### src/rtl/store_narrower.sv
// rtl/store_narrower.sv - 32-bit store value to 16-bit big-endian data-memory beats
// Word stores take two beats; ovf flags values that signed narrowing would not preserve.
module store_narrower #(
  parameter int ADDR_W = 32
) (
  input  logic              clk,
  input  logic              reset_n,
  input  logic              in_valid,
  output logic              in_ready,
  input  logic [ADDR_W-1:0] in_addr,
  input  logic [31:0]       in_data,
  input  logic [1:0]        in_size,
  output logic              mem_valid,
  input  logic              mem_ready,
  output logic [ADDR_W-1:0] mem_addr,
  output logic [15:0]       mem_wdata,
  output logic [1:0]        mem_be,
  output logic              ovf,
  output logic              done,
  output logic              err
);

  typedef enum logic [1:0] {IDLE, BEAT0, BEAT1} state_t;

  state_t            state, state_n;
  logic              is_word, is_word_n;
  logic [15:0]       lo_half, lo_half_n;
  logic [ADDR_W-1:0] addr_n;
  logic [15:0]       wdata_n;
  logic [1:0]        be_n;
  logic              ovf_n, done_n, err_n;
  logic              accept, bad_req, fits_byte, fits_half;

  assign in_ready  = reset_n & (state == IDLE);
  assign mem_valid = (state != IDLE);
  assign accept    = in_valid & in_ready;

  assign bad_req = (in_size == 2'b11) ||
                   ((in_size == 2'b01) && in_addr[0]) ||
                   ((in_size == 2'b10) && (in_addr[1:0] != 2'b00));

  // Value fits when every bit above the narrowed sign bit equals that sign bit.
  assign fits_byte = (&in_data[31:7])  | ~(|in_data[31:7]);
  assign fits_half = (&in_data[31:15]) | ~(|in_data[31:15]);

  always_comb begin
    state_n   = state;
    is_word_n = is_word;
    lo_half_n = lo_half;
    addr_n    = mem_addr;
    wdata_n   = mem_wdata;
    be_n      = mem_be;
    ovf_n     = ovf;
    done_n    = 1'b0;
    err_n     = 1'b0;
    case (state)
      IDLE: begin
        if (accept) begin
          if (bad_req) begin
            err_n = 1'b1;
            ovf_n = 1'b0;
          end else begin
            state_n   = BEAT0;
            addr_n    = {in_addr[ADDR_W-1:1], 1'b0};
            lo_half_n = in_data[15:0];
            is_word_n = (in_size == 2'b10);
            case (in_size)
              2'b00: begin
                wdata_n = {in_data[7:0], in_data[7:0]};
                be_n    = in_addr[0] ? 2'b01 : 2'b10;
                ovf_n   = ~fits_byte;
              end
              2'b01: begin
                wdata_n = in_data[15:0];
                be_n    = 2'b11;
                ovf_n   = ~fits_half;
              end
              default: begin
                wdata_n = in_data[31:16];
                be_n    = 2'b11;
                ovf_n   = 1'b0;
              end
            endcase
          end
        end
      end
      BEAT0: begin
        if (mem_ready) begin
          if (is_word) begin
            state_n = BEAT1;
            addr_n  = mem_addr + ADDR_W'(2);
            wdata_n = lo_half;
          end else begin
            state_n = IDLE;
            done_n  = 1'b1;
          end
        end
      end
      BEAT1: begin
        if (mem_ready) begin
          state_n = IDLE;
          done_n  = 1'b1;
        end
      end
      default: state_n = IDLE;
    endcase
  end

  always_ff @(posedge clk) begin
    if (!reset_n) begin
      state     <= IDLE;
      is_word   <= 1'b0;
      lo_half   <= '0;
      mem_addr  <= '0;
      mem_wdata <= '0;
      mem_be    <= '0;
      ovf       <= 1'b0;
      done      <= 1'b0;
      err       <= 1'b0;
    end else begin
      state     <= state_n;
      is_word   <= is_word_n;
      lo_half   <= lo_half_n;
      mem_addr  <= addr_n;
      mem_wdata <= wdata_n;
      mem_be    <= be_n;
      ovf       <= ovf_n;
      done      <= done_n;
      err       <= err_n;
    end
  end

endmodule

### config.mk
export PLATFORM = sky130hd
export DESIGN_NAME = store_narrower
export DESIGN_NICKNAME = d
export VERILOG_FILES = /design/src/rtl/store_narrower.sv
export SDC_FILE = /design/constraint.sdc
export NUM_CORES = 1
export LEC_CHECK = 0
export BUFFER_PORTS_ARGS = -buffer_cell sky130_fd_sc_hd__buf_2
export CAP_MARGIN = 20
export CORE_ASPECT_RATIO = 1.25
export CORE_MARGIN = 1
export CORE_UTILIZATION = 45
export CTS_CLUSTER_DIAMETER = 50
export CTS_CLUSTER_SIZE = 8
export DETAILED_ROUTE_END_ITERATION = 8
export HOLD_SLACK_MARGIN = 0.15
export PLACE_DENSITY_LB_ADDON = 0.12
export SLEW_MARGIN = 20
export SYNTH_ARGS = -nofsm -noshare
export SYNTH_HDL_FRONTEND = slang
export SYNTH_SLANG_ARGS = --single-unit
### constraint.sdc
create_clock -name clk -period 2.37 [get_ports clk]
set_clock_uncertainty 0.15 [all_clocks]
set_input_delay 0.474 -clock clk [delete_from_list [all_inputs] [get_ports clk]]
set_output_delay 0.474 -clock clk [all_outputs]
set_load 0.03 [all_outputs]
==> results of run 1 <==
==> synthesized netlist by cell type, types with 3 or more instances <==
master    number  area, um^2
nand4b_1       3        26.3
nor4_1        12        75.1
o221a_2        3        33.8
ha_1           5        62.6
or4_1          4        30.0
o211ai_1       9        67.6
nand3_1       18        90.1
dfxtp_1       71        1420
mux2i_1       43         430
a211oi_1      16         120
o21ai_0       30         150
o32ai_1        3        26.3
and3_1         9        56.3
a21oi_1       45         225
a41oi_1        3        26.3
o31a_1         3        26.3
a31oi_1        4        25.0
and4_1         4        35.0
buf_2         14        70.1
o21a_1         3        22.5
nand4_1       18         113
nor3_1         9        45.0
nand2_1       60         225
inv_1          7        26.3
nor2b_1        5        31.3
buf_4          3        22.5
o22ai_1        8        50.1
clkbuf_1      23        86.3
nor2_1        51         191
==> cell families after synthesis <==
logic type | after synthesis | share of synthesized area (%)
simple gates | 208 | 25.1
compound gates | 145 | 22.6
fa+ha+maj | 5 | 1.53
other cells | 1 | 0.0914
mux | 43 | 10.5
buf+inv | 51 | 5.55
flops | 71 | 34.7
==> cell type report <==
cell class / count / area share (%)
clock inverters: 2 / 0.682
multi-input cells: 402 / 48.2
clock buffers: 14 / 3.75
flip-flops and latches: 71 / 27.7
inverters: 9 / 0.658
well taps: 120 / 2.92
repair buffers: 148 / 16.1
==> how the worst max path moves through the flow <==
stage	startpoint	slack, ns	to
4_1_cts	mem_addr[2]	0.19	mem_addr[17]
5_1_grt	mem_addr[2]	0.03	mem_addr[17]
3_3_place_gp	in_addr[0]	0.25	mem_addr[29]
6_report	mem_addr[2]	0.18	mem_addr[17]
2_1_floorplan	mem_addr[1]	0.16	mem_addr[21]
3_5_place_dp	mem_addr[2]	0.20	mem_addr[17]
==> registers in the layout, summed over array words and instances (netlist names) <==
signal     count
done           1
mem_be         2
ovf            1
lo_half       16
is_word        1
mem_wdata     16
err            1
mem_addr      31
state          2
==> metal layers <==
layer | wire, um | vias to the layer above | GRT usage (%)
met4 | 345 | 0 | 11.8
met3 | 883 | 25 | 5.60
li1 | - | 2178 | -
met1 | 4980 | 2073 | 31.3
met5 | 0 | - | 0
met2 | 5930 | 178 | 43.5
==> cell usage in the layout, fill, tap and decap left out, types with 5 or more instances in the layout <==
cell / netlist / final
o22ai_1: 8 / 8
nand3_1: 18 / 18
clkbuf_8: 0 / 14
dfxtp_1: 71 / 71
buf_2: 14 / 123
nand4_1: 18 / 18
a21oi_1: 45 / 45
buf_4: 3 / 23
nor2b_1: 5 / 5
inv_1: 7 / 7
nor4_1: 12 / 11
nand2_1: 60 / 60
and3_1: 9 / 9
mux2i_1: 43 / 43
o21ai_0: 30 / 30
nor3_1: 9 / 9
nor2_1: 51 / 51
a211oi_1: 16 / 16
o211ai_1: 9 / 9
==> power by group through the flow <==
stage | Sequential, W | Combinational [W] | Clock, W
2_1_floorplan | 0.00173 | 0.000625 | 0
3_3_place_gp | 0.00150 | 0.00126 | 0
3_5_place_dp | 0.00151 | 0.00128 | 0
4_1_cts | 0.00148 | 0.00128 | 0.00111
5_1_grt | 0.00150 | 0.00139 | 0.00116
6_report | 0.00148 | 0.00128 | 0.00110
==> critical path, delay by kind of cell, from the launching register on <==
kind	cells	cell delay [ns]
flops	1	0.39
fa+ha+maj	1	0.21
compound gates	3	0.42
simple gates	2	0.91
==> what timing repair did <==
action,CTS,global route
endpoints found under the hold margin,0,0
hold buffers,0,0
setup endpoints to repair,0,1
resized for setup,0,1
==> stage by stage <==
step	instance area [um^2]	power [W]	setup slack, ns	hold WS [ns]	util, %
floorplan	4100	0.00235	0.157	0.312	-
global placement	4900	0.00276	0.247	0.292	56.0
detailed placement	4900	0.00278	0.202	0.295	56.0
CTS	5130	0.00387	0.191	0.224	58.6
global route	5130	0.00405	0.0333	0.251	58.7
finish	5130	0.00386	0.182	0.232	58.7
==> flow_metrics.env, run 1 <==
export IMPL_synth_nets=599
export IMPL_rsz0062_at_grt="no"
export IMPL_dr_pass1_iters=5
export IMPL_drc=0
export IMPL_dp_hpwl_um=8910
export IMPL_ys_flop_type="dfxtp_1"
export IMPL_root_buffer="clkbuf_8"
export IMPL_routedWlPerCell_um=15.9
export IMPL_post_route_period_util_pct=92.3
export IMPL_grt_pass1_wl_um=19300
export IMPL_seq_area_mm2=0.00142
export IMPL_grt_overflow=0
export IMPL_clkTransAtPathRegs_ns=0.08
export IMPL_startpoint_type="register"
export IMPL_antenna_found_initial=0
export IMPL_max_stage_delay_ns=0.66
export IMPL_leakage_nw=2.29
export IMPL_p_sw_share_pct=37.4
export IMPL_h_tree_depth=3
export IMPL_synth_edf_count=0
export IMPL_p_clk_share_pct=28.5
export IMPL_r2r_end="mem_addr[17]"
export IMPL_cts_tree="built"
export IMPL_first_iter_violations=241
export IMPL_dr_total_vias=4454
export IMPL_slew_headroom_pct=56.6
export IMPL_cp_slowest_cell="or4_1"
export IMPL_rows=38
export IMPL_critPathArrivalTime_ns=2.28
export IMPL_clock_fmax_mhz=457
export IMPL_rr_startpoint="mem_addr[2]"
export IMPL_worst_r2r_cell_count=6
export IMPL_worst_pin_slew_ns=0.645
export IMPL_start_util_pct=46.9
export IMPL_synth_warnings=0
export IMPL_routabilityCongestion=0.953
export IMPL_crit_required_ns=2.46
export IMPL_comb_power_share_pct=33.1
export IMPL_yosysSeqAreaShare_pct=34.7
export IMPL_viasPerCell=5.81
export IMPL_drive_above_1_share_pct=27.7
export IMPL_cellPowerDensity_mw_per_mm2=752
export IMPL_grt_pass1_vias=4110
export IMPL_nets=716
export IMPL_final_antenna_net_count=0
export IMPL_whs_path_depth=3
export IMPL_maxCapViolCount=0
export IMPL_crit_path_end_kind="register"
export IMPL_stdcell_count=766
export IMPL_synth_seq_cells=71
export IMPL_slew_violations=0
export IMPL_seqPwrFrac_pct=38.4
export IMPL_clock_path_buffers=2
export IMPL_core_area_mm2=0.00875
export IMPL_clock_sinks=71
export IMPL_io_buffers=123
export IMPL_n_antenna_cell=0
export IMPL_fp_dieW_um=87.4
export IMPL_netlist_cell_type_count=56
export IMPL_critPathMaxFanout=8
export IMPL_min_delay_start="mem_ready"
export IMPL_power_switching_w=0.00144
export IMPL_syn2layout_area_growth_pct=25.2
export IMPL_synth_area_mm2=0.00410
export IMPL_multi_input_area_mm2=0.00247
export IMPL_nFillCells=889
export IMPL_numCtsBuffers=9
export IMPL_hold_path_class="input pin to register"
export IMPL_setup_viol=0
export IMPL_grt_max_degree=60
export IMPL_finalCriticalPeriod_ns=2.19
export IMPL_criticalPathCategory="register to register"
export IMPL_placedCellCount=750
export IMPL_hold_viol_final=0
export IMPL_synthCells=524
export IMPL_cts_setup_buffers=0
export IMPL_synth_avg_cell_area_um2=7.83
export IMPL_ios=125
export IMPL_ff2ff_setup_slack_ns=0.18
export IMPL_path_cells="ha_1, nand3_1, or4_1, o21ai_0, a21oi_1, o21bai_1"
export IMPL_dieArea_mm2=0.00950
export IMPL_synthArstFlopShare_pct=0
export IMPL_clock_latency_ns=0.35
export IMPL_setup_tns_ns=0
export IMPL_p_int_w=0.00242
export IMPL_status="finished clean"
export IMPL_grt_usage_pct=25.9
export IMPL_die_y_um=109
export IMPL_hold_path_end="done"
export IMPL_wl_um=12100
export IMPL_vdd_drop_max_mv=0.312
Note: power is estimated with default switching activity, not from simulation.
==> run 2, diff against run 1 <==
Settings changed: CELL_PAD_IN_SITES_DETAIL_PLACEMENT from default to 0, CELL_PAD_IN_SITES_GLOBAL_PLACEMENT from default to 2, CORE_UTILIZATION 45 to 29.
==> run 2 against run 1 <==
  * Global-route usage down 5.6 points
  * Highest routed layer unchanged
  * Maximum frequency up 0.76%
  * Sequential power about the same
  * Critical endpoint is now mem_addr[24]
==> flow_metrics.env, run 2 (synthesis results as in run 1) <==
export IMPL_status="finished clean"
export IMPL_mostFrequentLayoutCells="buf_2 (123), dfxtp_1 (71), nand2_1 (60), nor2_1 (51), a21oi_1 (45)"
export IMPL_drive_above_1_share_pct=28.7
export IMPL_postCtsResizedCells=0
export IMPL_clock_latency_ns=0.34
export IMPL_setup_viol=0
export IMPL_drc=0
export IMPL_seq_area_mm2=0.00142
export IMPL_fin_area_mm2=0.00536
export IMPL_rows=48
export IMPL_start_util_pct=29.7
export IMPL_rsz0062_at_grt="no"
export IMPL_hold_path_class="input pin to register"
export IMPL_viasPerCell=5.32
export IMPL_setup_tns_ns=0
export IMPL_clock_path_buffers=2
export IMPL_max_stage_delay_ns=0.35
export IMPL_cp_slowest_cell="dfxtp_1"
export IMPL_dieArea_mm2=0.0146
export IMPL_largest_reg_flops=31
export IMPL_multi_input_area_mm2=0.00247
export IMPL_largestRegisters="mem_addr: 31 flops, lo_half: 16 flops, mem_wdata: 16 flops"
export IMPL_grt_pass1_vias=4268
export IMPL_ios=125
export IMPL_n_antenna_cell=0
export IMPL_grt_pass1_wl_um=22800
export IMPL_grt_overflow=0
export IMPL_regMostFlops="mem_addr"
export IMPL_slew_headroom_pct=65.3
export IMPL_vdd_drop_max_mv=0.254
export IMPL_h_tree_depth=3
export IMPL_mostFrequentLayoutCell="buf_2"
export IMPL_syn2layout_area_growth_pct=30.6
export IMPL_finalCriticalPeriod_ns=2.17
export IMPL_nFillCells=1501
export IMPL_core_area_mm2=0.0138
export IMPL_dr_total_vias=4434
export IMPL_routabilityCongestion=0.823
export IMPL_routedWlPerCell_um=17.3
export IMPL_critPathArrivalTime_ns=2.25
export IMPL_nets=728
export IMPL_cellPowerDensity_mw_per_mm2=784
export IMPL_path_cells="inv_1, ha_2, and3_1, a21oi_1, a21o_1, buf_4, nor3_1, a2111oi_1"
export IMPL_slew_violations=0
export IMPL_grt_usage_pct=20.3
export IMPL_grt_max_degree=43
export IMPL_root_buffer="clkbuf_16"
export IMPL_clkTransAtPathRegs_ns=0.06
export IMPL_wl_um=14400
export IMPL_hold_viol_final=0
export IMPL_leakage_nw=2.38
export IMPL_clock_sinks=71
export IMPL_critPathMaxFanout=11
export IMPL_startpoint_type="register"
export IMPL_antenna_found_initial=0
export IMPL_cts_tree="built"
export IMPL_numCtsBuffers=9
export IMPL_die_y_um=135
export IMPL_post_route_period_util_pct=91.6
export IMPL_criticalPathCategory="register to register"
export IMPL_crit_required_ns=2.45
export IMPL_io_buffers=123
export IMPL_dr_pass1_iters=6
export IMPL_worst_pin_slew_ns=0.521
export IMPL_clock_fmax_mhz=461
export IMPL_fp_dieW_um=108
export IMPL_whs_ns=0.248
export IMPL_dp_hpwl_um=10800
export IMPL_cts_setup_buffers=0
export IMPL_utilization_pct=38.8
export IMPL_final_antenna_net_count=0
export IMPL_postCtsHoldBufs=0
export IMPL_place_area_mm2=0.00506
export IMPL_crit_path_end_kind="register"
export IMPL_maxCapViolCount=0
export IMPL_first_iter_violations=176
## run 2: cell types whose count changed in the layout (fill, tap and decap cells not counted), sizes merged
cell    delta
clkbuf     -4
inv        +1
buf       +12
clkinv     +3
## run 2: cell type report
type | instances | share of cell area, %
Clock buffer | 10 | 4.27
Clock inverter | 6 | 1.31
Inverter | 9 | 0.631
Multi-Input combinational cell | 402 | 46.0
Sequential cell | 71 | 26.5
Tap cell | 175 | 4.09
Timing Repair Buffer | 160 | 17.1
## run 2: per-stage QoR
| step | instances | total power [W] | setup slack [ns] |
|---|---|---|---|
| 2_1_floorplan | 524 | 0.00235 | 0.157 |
| 3_3_place_gp | 817 | 0.00284 | 0.155 |
| 3_5_place_dp | 817 | 0.00285 | 0.138 |
| 4_1_cts | 833 | 0.00426 | 0.193 |
| 5_1_grt | 833 | 0.00444 | 0.0620 |
| 6_report | 833 | 0.00420 | 0.199 |
## run 2: layer usage
metal | up-vias | global-route usage [%] | share of wire [%]
met5 | - | 0 | 0
met4 | 0 | 6.53 | 2.0
met3 | 16 | 4.87 | 5.7
met2 | 130 | 35.9 | 51
met1 | 2084 | 23.9 | 42
li1 | 2204 | - | -
## run 2: critical path: cells and delay by family, from the launching register on
kind,cells,cell delay (ns)
AOI/OAI and AO/OA,3,0.78
adders and majority gates,1,0.20
buffers and inverters,2,0.35
DFF,1,0.35
and+or+nand+nor,2,0.22
## run 2: power by group
part / switching [W] / internal (W) / leakage, nW
Combinational: 0.000862 / 0.000478 / 1.65
Clock: 0.000562 / 0.000823 / 0.147
Sequential: 0.000139 / 0.00134 / 0.579
Total: 0.00156 / 0.00264 / 2.38
## run 2: final timing paths
| path | from | end | slack (ns) | cells after the start |
|---|---|---|---|---|
| min reg2reg | mem_wdata[3] | mem_wdata[3] | 0.30 | 2 |
| max reg2reg | state[1] | mem_addr[24] | 0.20 | 8 |
| min | mem_ready | done | 0.25 | 3 |
| max | state[1] | mem_addr[24] | 0.20 | 8 |
